### src/rtl/binned_mem_reader_pkg.sv
// Shared widths, address packing, count-bus slicing and the FIFO entry
// layout for the binned stub memory reader.
package binned_mem_reader_pkg;

  localparam int RAM_WIDTH = 14;
  localparam int NPAGES    = 4;
  localparam int NBINS     = 8;
  localparam int NENT_BITS = 4;
  localparam int PW        = $clog2(NPAGES);
  localparam int BW        = $clog2(NBINS);
  localparam int AW        = PW + BW + NENT_BITS;
  localparam int NENT_W    = NPAGES * NBINS * NENT_BITS;

  typedef struct packed {
    logic [RAM_WIDTH-1:0] data;
    logic [BW-1:0]        bin;
    logic                 last;
  } entry_t;

  function automatic logic [AW-1:0] pack_addr(input logic [PW-1:0] pg,
                                              input logic [BW-1:0] b,
                                              input logic [NENT_BITS-1:0] s);
    return {pg, b, s};
  endfunction

  function automatic logic [NENT_BITS-1:0] nent_slice(input logic [NENT_W-1:0] all,
                                                      input logic [PW-1:0] pg,
                                                      input logic [BW-1:0] b);
    return all[(int'(pg) * NBINS + int'(b)) * NENT_BITS +: NENT_BITS];
  endfunction

endpackage

### src/rtl/binned_mem_reader_if.sv
// Memory read port and tagged output stream of the binned memory reader.
interface binned_mem_reader_if;
  import binned_mem_reader_pkg::*;

  logic                 mem_enb;
  logic [AW-1:0]        mem_addrb;
  logic                 mem_regceb;
  logic                 mem_rstb;
  logic [RAM_WIDTH-1:0] mem_doutb;
  logic                 dout_valid;
  logic                 dout_ready;
  logic [RAM_WIDTH-1:0] dout_data;
  logic [BW-1:0]        dout_bin;
  logic                 dout_last;

  modport master (
    output mem_enb, mem_addrb, mem_regceb, mem_rstb,
    input  mem_doutb,
    output dout_valid, dout_data, dout_bin, dout_last,
    input  dout_ready
  );

  modport slave (
    input  mem_enb, mem_addrb, mem_regceb, mem_rstb,
    output mem_doutb,
    input  dout_valid, dout_data, dout_bin, dout_last,
    output dout_ready
  );

endinterface

### src/rtl/binned_mem_reader_fifo.sv
// Small synchronous skid FIFO for tagged memory entries; storage is not
// reset, only pointers and occupancy.
module binned_mem_reader_fifo
  import binned_mem_reader_pkg::*;
#(
  parameter int DEPTH = 4,
  parameter int CW    = $clog2(DEPTH + 1)
) (
  input  logic          clk,
  input  logic          rst,
  input  logic          push,
  input  entry_t        wdata,
  input  logic          pop,
  output entry_t        rdata,
  output logic          empty,
  output logic [CW-1:0] count
);

  localparam int PTRW = $clog2(DEPTH);

  entry_t          mem [DEPTH];
  logic [PTRW-1:0] wr_ptr;
  logic [PTRW-1:0] rd_ptr;
  logic            do_pop;

  function automatic logic [PTRW-1:0] next_ptr(input logic [PTRW-1:0] p);
    return (p == PTRW'(DEPTH - 1)) ? '0 : p + 1'b1;
  endfunction

  assign empty  = (count == '0);
  assign do_pop = pop && !empty;
  assign rdata  = mem[rd_ptr];

  always_ff @(posedge clk) begin
    if (push) mem[wr_ptr] <= wdata;
  end

  always_ff @(posedge clk or posedge rst) begin
    if (rst) begin
      wr_ptr <= '0;
      rd_ptr <= '0;
      count  <= '0;
    end else begin
      if (push)   wr_ptr <= next_ptr(wr_ptr);
      if (do_pop) rd_ptr <= next_ptr(rd_ptr);
      case ({push, do_pop})
        2'b10:   count <= count + 1'b1;
        2'b01:   count <= count - 1'b1;
        default: count <= count;
      endcase
    end
  end

  // The reader's credit check must make a push into a full FIFO impossible.
  a_no_overflow: assert property (@(posedge clk) disable iff (rst)
    !(push && (count == CW'(DEPTH))));

endmodule

### src/rtl/binned_mem_reader.sv
// Scans a bin range of one page of the binned stub memory, issuing one read
// per stored entry and streaming the tagged results through a skid FIFO.
module binned_mem_reader
  import binned_mem_reader_pkg::*;
#(
  parameter int RD_LATENCY = 2,
  parameter int FIFO_DEPTH = 4
) (
  input  logic                clk,
  input  logic                rst,
  input  logic                start,
  input  logic [PW-1:0]       page,
  input  logic [BW-1:0]       bin_first,
  input  logic [BW-1:0]       bin_last,
  input  logic [NENT_W-1:0]   nent_all,
  binned_mem_reader_if.master bus,
  output logic                busy,
  output logic                done
);

  localparam logic [1:0] IDLE  = 2'd0;
  localparam logic [1:0] SCAN  = 2'd1;
  localparam logic [1:0] DRAIN = 2'd2;
  localparam logic [1:0] DONE  = 2'd3;

  localparam int CW = $clog2(FIFO_DEPTH + 1);
  localparam int IW = $clog2(RD_LATENCY + 1);

  logic [1:0]           state;
  logic [PW-1:0]        page_r;
  logic [BW-1:0]        bin_r;
  logic [BW-1:0]        bin_end;
  logic [NENT_BITS-1:0] slot;
  logic [NENT_BITS-1:0] cnt [NBINS];
  logic [IW-1:0]        inflight;
  logic [CW-1:0]        fifo_count;
  logic                 fifo_empty;

  logic                  scan;
  logic                  cur_empty;
  logic                  credit;
  logic                  rd_en;
  logic                  slot_end;
  logic                  adv;
  logic                  rest_empty;
  logic                  past_end;
  logic [BW-1:0]         idx;
  logic                  rd_last;
  logic                  push;
  logic                  pop;
  entry_t                push_entry;
  entry_t                head;

  logic [RD_LATENCY-1:0] vld_p;
  logic [BW-1:0]         bin_p  [RD_LATENCY];
  logic                  last_p [RD_LATENCY];

  assign scan      = (state == SCAN);
  assign cur_empty = (cnt[bin_r] == '0);
  assign credit    = (int'(fifo_count) + int'(inflight)) < FIFO_DEPTH;
  assign rd_en     = scan && !cur_empty && credit;
  assign slot_end  = (slot == cnt[bin_r] - 1'b1);
  assign adv       = scan && (cur_empty || (credit && slot_end));
  assign rd_last   = slot_end && rest_empty;

  // Look ahead over the snapshot: does any bin after the current one, up to
  // bin_end, still hold entries?
  always_comb begin
    rest_empty = 1'b1;
    past_end   = (bin_r == bin_end);
    idx        = '0;
    for (int k = 1; k < NBINS; k++) begin
      idx = bin_r + BW'(k);
      if (!past_end && (cnt[idx] != '0)) rest_empty = 1'b0;
      if (idx == bin_end) past_end = 1'b1;
    end
  end

  always_ff @(posedge clk or posedge rst) begin
    if (rst) begin
      state   <= IDLE;
      page_r  <= '0;
      bin_r   <= '0;
      bin_end <= '0;
      slot    <= '0;
      for (int b = 0; b < NBINS; b++) cnt[b] <= '0;
    end else begin
      case (state)
        IDLE: begin
          if (start) begin
            page_r  <= page;
            bin_r   <= bin_first;
            bin_end <= bin_last;
            slot    <= '0;
            for (int b = 0; b < NBINS; b++) cnt[b] <= nent_slice(nent_all, page, BW'(b));
            state   <= SCAN;
          end
        end
        SCAN: begin
          if (adv) begin
            slot <= '0;
            if (bin_r == bin_end) state <= DRAIN;
            else                  bin_r <= bin_r + 1'b1;
          end else if (rd_en) begin
            slot <= slot + 1'b1;
          end
        end
        DRAIN: begin
          if ((inflight == '0) && fifo_empty) state <= DONE;
        end
        default: state <= IDLE;
      endcase
    end
  end

  // p0..pN: read tags travel alongside the memory latency
  always_ff @(posedge clk or posedge rst) begin
    if (rst) begin
      vld_p    <= '0;
      inflight <= '0;
    end else begin
      vld_p[0] <= rd_en;
      for (int i = 1; i < RD_LATENCY; i++) vld_p[i] <= vld_p[i-1];
      inflight <= inflight + IW'(rd_en) - IW'(push);
    end
  end

  always_ff @(posedge clk) begin
    bin_p[0]  <= bin_r;
    last_p[0] <= rd_last;
    for (int i = 1; i < RD_LATENCY; i++) begin
      bin_p[i]  <= bin_p[i-1];
      last_p[i] <= last_p[i-1];
    end
  end

  // Pipe exit: memory data joins its tag and enters the skid FIFO
  assign push            = vld_p[RD_LATENCY-1];
  assign push_entry.data = bus.mem_doutb;
  assign push_entry.bin  = bin_p[RD_LATENCY-1];
  assign push_entry.last = last_p[RD_LATENCY-1];
  assign pop             = !fifo_empty && bus.dout_ready;

  binned_mem_reader_fifo #(
    .DEPTH (FIFO_DEPTH),
    .CW    (CW)
  ) u_fifo (
    .clk   (clk),
    .rst   (rst),
    .push  (push),
    .wdata (push_entry),
    .pop   (pop),
    .rdata (head),
    .empty (fifo_empty),
    .count (fifo_count)
  );

  assign bus.mem_enb    = rd_en;
  assign bus.mem_addrb  = rd_en ? pack_addr(page_r, bin_r, slot) : '0;
  assign bus.mem_regceb = 1'b1;
  assign bus.mem_rstb   = rst;
  assign bus.dout_valid = !fifo_empty;
  assign bus.dout_data  = fifo_empty ? '0 : head.data;
  assign bus.dout_bin   = fifo_empty ? '0 : head.bin;
  assign bus.dout_last  = fifo_empty ? 1'b0 : head.last;
  assign busy           = (state != IDLE);
  assign done           = (state == DONE);

endmodule

### src/flat_wrapper.sv
// flat-port wrapper written by rule: the top's interface ports become plain ports
module binned_mem_reader_flat import binned_mem_reader_pkg::*;
#(
  parameter int RD_LATENCY = 2,
  parameter int FIFO_DEPTH = 4
)
  (clk, rst, start, page, bin_first, bin_last, nent_all, busy, done, bus_mem_enb, bus_mem_addrb, bus_mem_regceb, bus_mem_rstb, bus_mem_doutb, bus_dout_valid, bus_dout_data, bus_dout_bin, bus_dout_last, bus_dout_ready);
  binned_mem_reader_if bus_i ();
  input  logic clk;
  input  logic rst;
  input  logic start;
  input  logic [PW-1:0] page;
  input  logic [BW-1:0] bin_first;
  input  logic [BW-1:0] bin_last;
  input  logic [NENT_W-1:0] nent_all;
  output logic busy;
  output logic done;
  output wire logic [$bits(bus_i.mem_enb)-1:0] bus_mem_enb;
  output wire logic [$bits(bus_i.mem_addrb)-1:0] bus_mem_addrb;
  output wire logic [$bits(bus_i.mem_regceb)-1:0] bus_mem_regceb;
  output wire logic [$bits(bus_i.mem_rstb)-1:0] bus_mem_rstb;
  input wire logic [$bits(bus_i.mem_doutb)-1:0] bus_mem_doutb;
  output wire logic [$bits(bus_i.dout_valid)-1:0] bus_dout_valid;
  output wire logic [$bits(bus_i.dout_data)-1:0] bus_dout_data;
  output wire logic [$bits(bus_i.dout_bin)-1:0] bus_dout_bin;
  output wire logic [$bits(bus_i.dout_last)-1:0] bus_dout_last;
  input wire logic [$bits(bus_i.dout_ready)-1:0] bus_dout_ready;
  assign bus_mem_enb = bus_i.mem_enb;
  assign bus_mem_addrb = bus_i.mem_addrb;
  assign bus_mem_regceb = bus_i.mem_regceb;
  assign bus_mem_rstb = bus_i.mem_rstb;
  assign bus_i.mem_doutb = bus_mem_doutb;
  assign bus_dout_valid = bus_i.dout_valid;
  assign bus_dout_data = bus_i.dout_data;
  assign bus_dout_bin = bus_i.dout_bin;
  assign bus_dout_last = bus_i.dout_last;
  assign bus_i.dout_ready = bus_dout_ready;
  binned_mem_reader #(.RD_LATENCY(RD_LATENCY), .FIFO_DEPTH(FIFO_DEPTH)) u_core (.clk(clk), .rst(rst), .start(start), .page(page), .bin_first(bin_first), .bin_last(bin_last), .nent_all(nent_all), .bus(bus_i), .busy(busy), .done(done));
endmodule
### config.mk
export PLATFORM = sky130hd
export DESIGN_NAME = binned_mem_reader_flat
export DESIGN_NICKNAME = d
export VERILOG_FILES = /design/src/rtl/binned_mem_reader_pkg.sv /design/src/rtl/binned_mem_reader_if.sv /design/src/rtl/binned_mem_reader_fifo.sv /design/src/rtl/binned_mem_reader.sv /design/src/flat_wrapper.sv
export SDC_FILE = /design/constraint.sdc
export NUM_CORES = 1
export LEC_CHECK = 0
export ABC_AREA = 0
export BUFFER_PORTS_ARGS = -buffer_cell sky130_fd_sc_hd__buf_2
export CAP_MARGIN = 20
export CORE_AREA = 2 2 194 177
export CTS_CLUSTER_DIAMETER = 30
export DETAILED_ROUTE_END_ITERATION = 12
export DIE_AREA = 0 0 196 179
export PLACE_DENSITY = 0.45
export SLEW_MARGIN = 20
export SYNTH_ARGS = -nofsm -noshare
export SYNTH_HDL_FRONTEND = slang
export SYNTH_HIERARCHICAL = 1
export SYNTH_SLANG_ARGS = --single-unit
### constraint.sdc
create_clock -name clk -period 3.6 [get_ports clk]
set_input_delay 0 -clock clk [delete_from_list [all_inputs] [get_ports clk]]
set_output_delay 0 -clock clk [all_outputs]
set_load 0.005 [all_outputs]
==> metrics.yaml <==
nFillCells: 3409
drc: 0
clkSlewWorstSetupHoldPaths_ns: 0.06
max_freq_mhz: 307
synth.largest_area_cell: "edfxtp_1"
r2r-start: "u_core/bin_r[0]"
detail_route.wl_per_cell_um: 16.1
drtIter0Drc: 233
p_leak_nw: 3.90
cts-buffers-inserted: 17
setup_viol: 0
grt_start_max_net_pins: 51
synth_commonest_cells: "edfxtp_1 (72), mux4_2 (63), dfrtp_1 (57)"
crit_type: "reg -> reg"
p_total_mw: 7.95
routed_wl_um: 18800
r2r_slack_ns: 0.35
hold_class: "in -> reg"
critPathLaunch: "u_core/bin_r[0]"
n_antenna_cell: 0
crit_top_cell: "nand4_1"
cts_tree: "yes"
drive_above_1_share_pct: 46.2
rr_endpoint: "u_core/state[1]"
dpl.hpwl_um: 13900
first_global_vias: 5333
worstRegToRegCells: 9
critPathCaptureType: "flip-flop"
path_cells: "mux4_2 > mux2i_1 > ha_1 > xor2_1 > nand4_1 > a211oi_4 > nand4_1 > a31oi_2 > mux2_1"
grt_first_pass_wirelength_um: 29900
crit_arrival_ns: 3.56
coreArea_sq_mm: 0.0333
overflow: 0
fin_skew_ns: 0.00759
place_inst: 1115
path_delay_family: "multiplexers"
tns_ns: 0
irDropWorstVdd_mv: 0.249
grt_usage_pct: 11.3
async_reset_ff_share_pct: 41.6
maxSlewHeadroom_pct: 31.7
netlist_area_sq_mm: 0.00749
slew_violations: 0
die_w_um: 196
critical-path-max-stage-delay_ns: 0.62
maxCapViolCount: 0
finalCriticalPeriod_ns: 3.25
ant_nets: 0
syn2layout_area_growth_pct: 30.0
crit_fanout: 10
hold_viol: 0
via_per_inst: 4.40
critPathBufInv: 0
status: "finished clean"
initial_core_util_pct: 22.5
yosysMostFrequentCell: "edfxtp_1"
period_share_pct: 90.4
synth-edff-count: 72
cp_data_required_time_ns: 3.91
tightestPinTransition_ns: 1.03
endpoint: "u_core/state[1]"
die-area_sq_mm: 0.0351
postSynthCellCount: 521
fin_util_pct: 29.2
cts_htree_levels: 4
avgSynthCellArea_sq_um: 14.4
clock-sinks: 137
yosys_warnings: 6
io_buffers: 185
vias: 5151
synthFlopType: "edfxtp_1"
slowest_stage: "dfrtp_1"
io-pin-count: 187
firstDrtPassIters: 4
grt_antenna_before_repair: 0
cts-root-buf: "clkbuf_16"
rsz0062_at_grt: "false"
rows: 64
synth_cell_types: 61
clock_latency_ns: 0.42
synthTopCellsByArea: "edfxtp_1 (29%), dfrtp_1 (19%), mux4_2 (19%)"
final_cells: 1170
power.density_mw_per_mm2: 817
gp_congestion: 0.781
worstSetupStartpointType: "flip-flop"
synth_nets: 693
synth_seq_cells: 137
synth_top_area_share_pct: 28.9
cp.depth: 9
dieHeight_um: 179
nets: 900
yosysSeqAreaShare_pct: 50.0
clockBufferDepth: 2
[worst register-to-register path, delay by kind of cell (launching register included)]
family	cells	cell delay [ns]
adder cells (fa/ha/maj)	1	0.23
XOR/XNOR	1	0.23
flip-flops	1	0.62
AND/OR/NAND/NOR	2	0.33
AO/OA/AOI/OAI	2	0.61
multiplexers	3	1.11
[cells by family (layout without fill, tap and decap cells)]
logic type / count (synthesis) / after routing / share of synthesized area (%)
simple gates: 119 / 119 / 8.20
other cells: 1 / 1 / 0.0501
mux: 123 / 123 / 27.6
compound gates: 51 / 51 / 5.16
buf+inv: 52 / 272 / 3.36
flops: 137 / 137 / 50.0
fa+ha+maj: 18 / 18 / 3.11
xor+xnor: 20 / 20 / 2.44
[worst min path at each step]
stage / start / slack [ns] / cells after the start / endpoint
4_1_cts: nent_all[86] / 0.002 / 3 / u_core/cnt[10]
5_1_grt: nent_all[54] / 0.02 / 3 / u_core/cnt[10]
3_3_place_gp: rst / -0.001 / 2 / u_core/u_fifo/count[2]
3_5_place_dp: rst / -0.002 / 2 / u_core/u_fifo/count[2]
2_1_floorplan: rst / -0.20 / 1 / u_core/u_fifo/count[0]
6_report: nent_all[1] / 0.02 / 3 / u_core/cnt[29]
[timing repair]
action / 4_1_cts / 5_1_grt
hold buffers: 23 / 0
endpoints found under the setup margin: 0 / 0
setup buffers: 0 / 0
resized for setup: 0 / 0
hold endpoints to repair: 120 / 0
[through the flow]
step	setup WS, ns	hold WS [ns]	cell area, sq um
final	0.347	0.0239	9740
after global routing	0.131	0.0172	9740
after CTS	0.347	0.00160	9730
after detailed placement	0.366	-0.00151	8870
after global placement	0.438	-0.00136	8870
after floorplan	0.645	-0.197	7490
[layout make-up]
cell class	instances	area (sq um)	share of cell area [%]
inverters	21	81.3	0.835
repair buffers	219	1240	12.7
multi-input cells	332	3490	35.9
well taps	429	537	5.51
clock inverters	13	194	1.99
clock buffers	19	443	4.55
flip-flops and latches	137	3750	38.5
[metal layers]
metal	wire length, um	GRT usage [%]	vias up
li1	-	-	2430
met1	8180	14.1	2501
met2	9200	18.8	198
met3	1130	3.14	22
met4	344	4.17	0
met5	0	0	-
[registers in the layout (all words and copies together), names as in the netlist]
register	cells
u_core/state	2
u_core/bin_end	3
u_core/slot	4
u_core/u_fifo/mem	72
u_core/vld_p	2
u_core/u_fifo/count	3
u_core/page_r	2
u_core/last_p	2
u_core/bin_p	6
u_core/bin_r	3
u_core/inflight	2
u_core/u_fifo/rd_ptr	2
u_core/cnt	32
u_core/u_fifo/wr_ptr	2
[power by group]
group | internal (mW) | switching [mW] | total, mW | leakage [nW]
Clock | 1.19 | 0.696 | 1.88 | 0.302
Sequential | 2.09 | 0.443 | 2.53 | 1.40
Combinational | 1.75 | 1.78 | 3.54 | 2.20
Total | 5.03 | 2.92 | 7.95 | 3.90
[cell usage in the layout, fill, tap and decap left out, drive strengths merged, types with 2 or more instances in the layout]
cell / instances
buf: 196
edfxtp: 72
mux4: 63
dfrtp: 57
mux2: 41
nor2: 31
dlygate4sd3: 23
inv: 23
nand2: 21
nor2b: 20
mux2i: 19
clkbuf: 19
ha: 17
xnor2: 13
nor3: 12
a21oi: 12
o21ai: 9
dfxtp: 8
xor2: 7
nor4: 6
and2: 6
and3: 5
bufinv: 4
nand3: 4
nand4: 4
or4: 4
a211oi: 4
clkinv: 4
a31oi: 4
clkinvlp: 3
nand2b: 3
a32oi: 2
o311a: 2
or3: 2
o31ai: 2
o21a: 2
a21o: 2
o22ai: 2
Note: power is estimated with default switching activity, not from simulation.
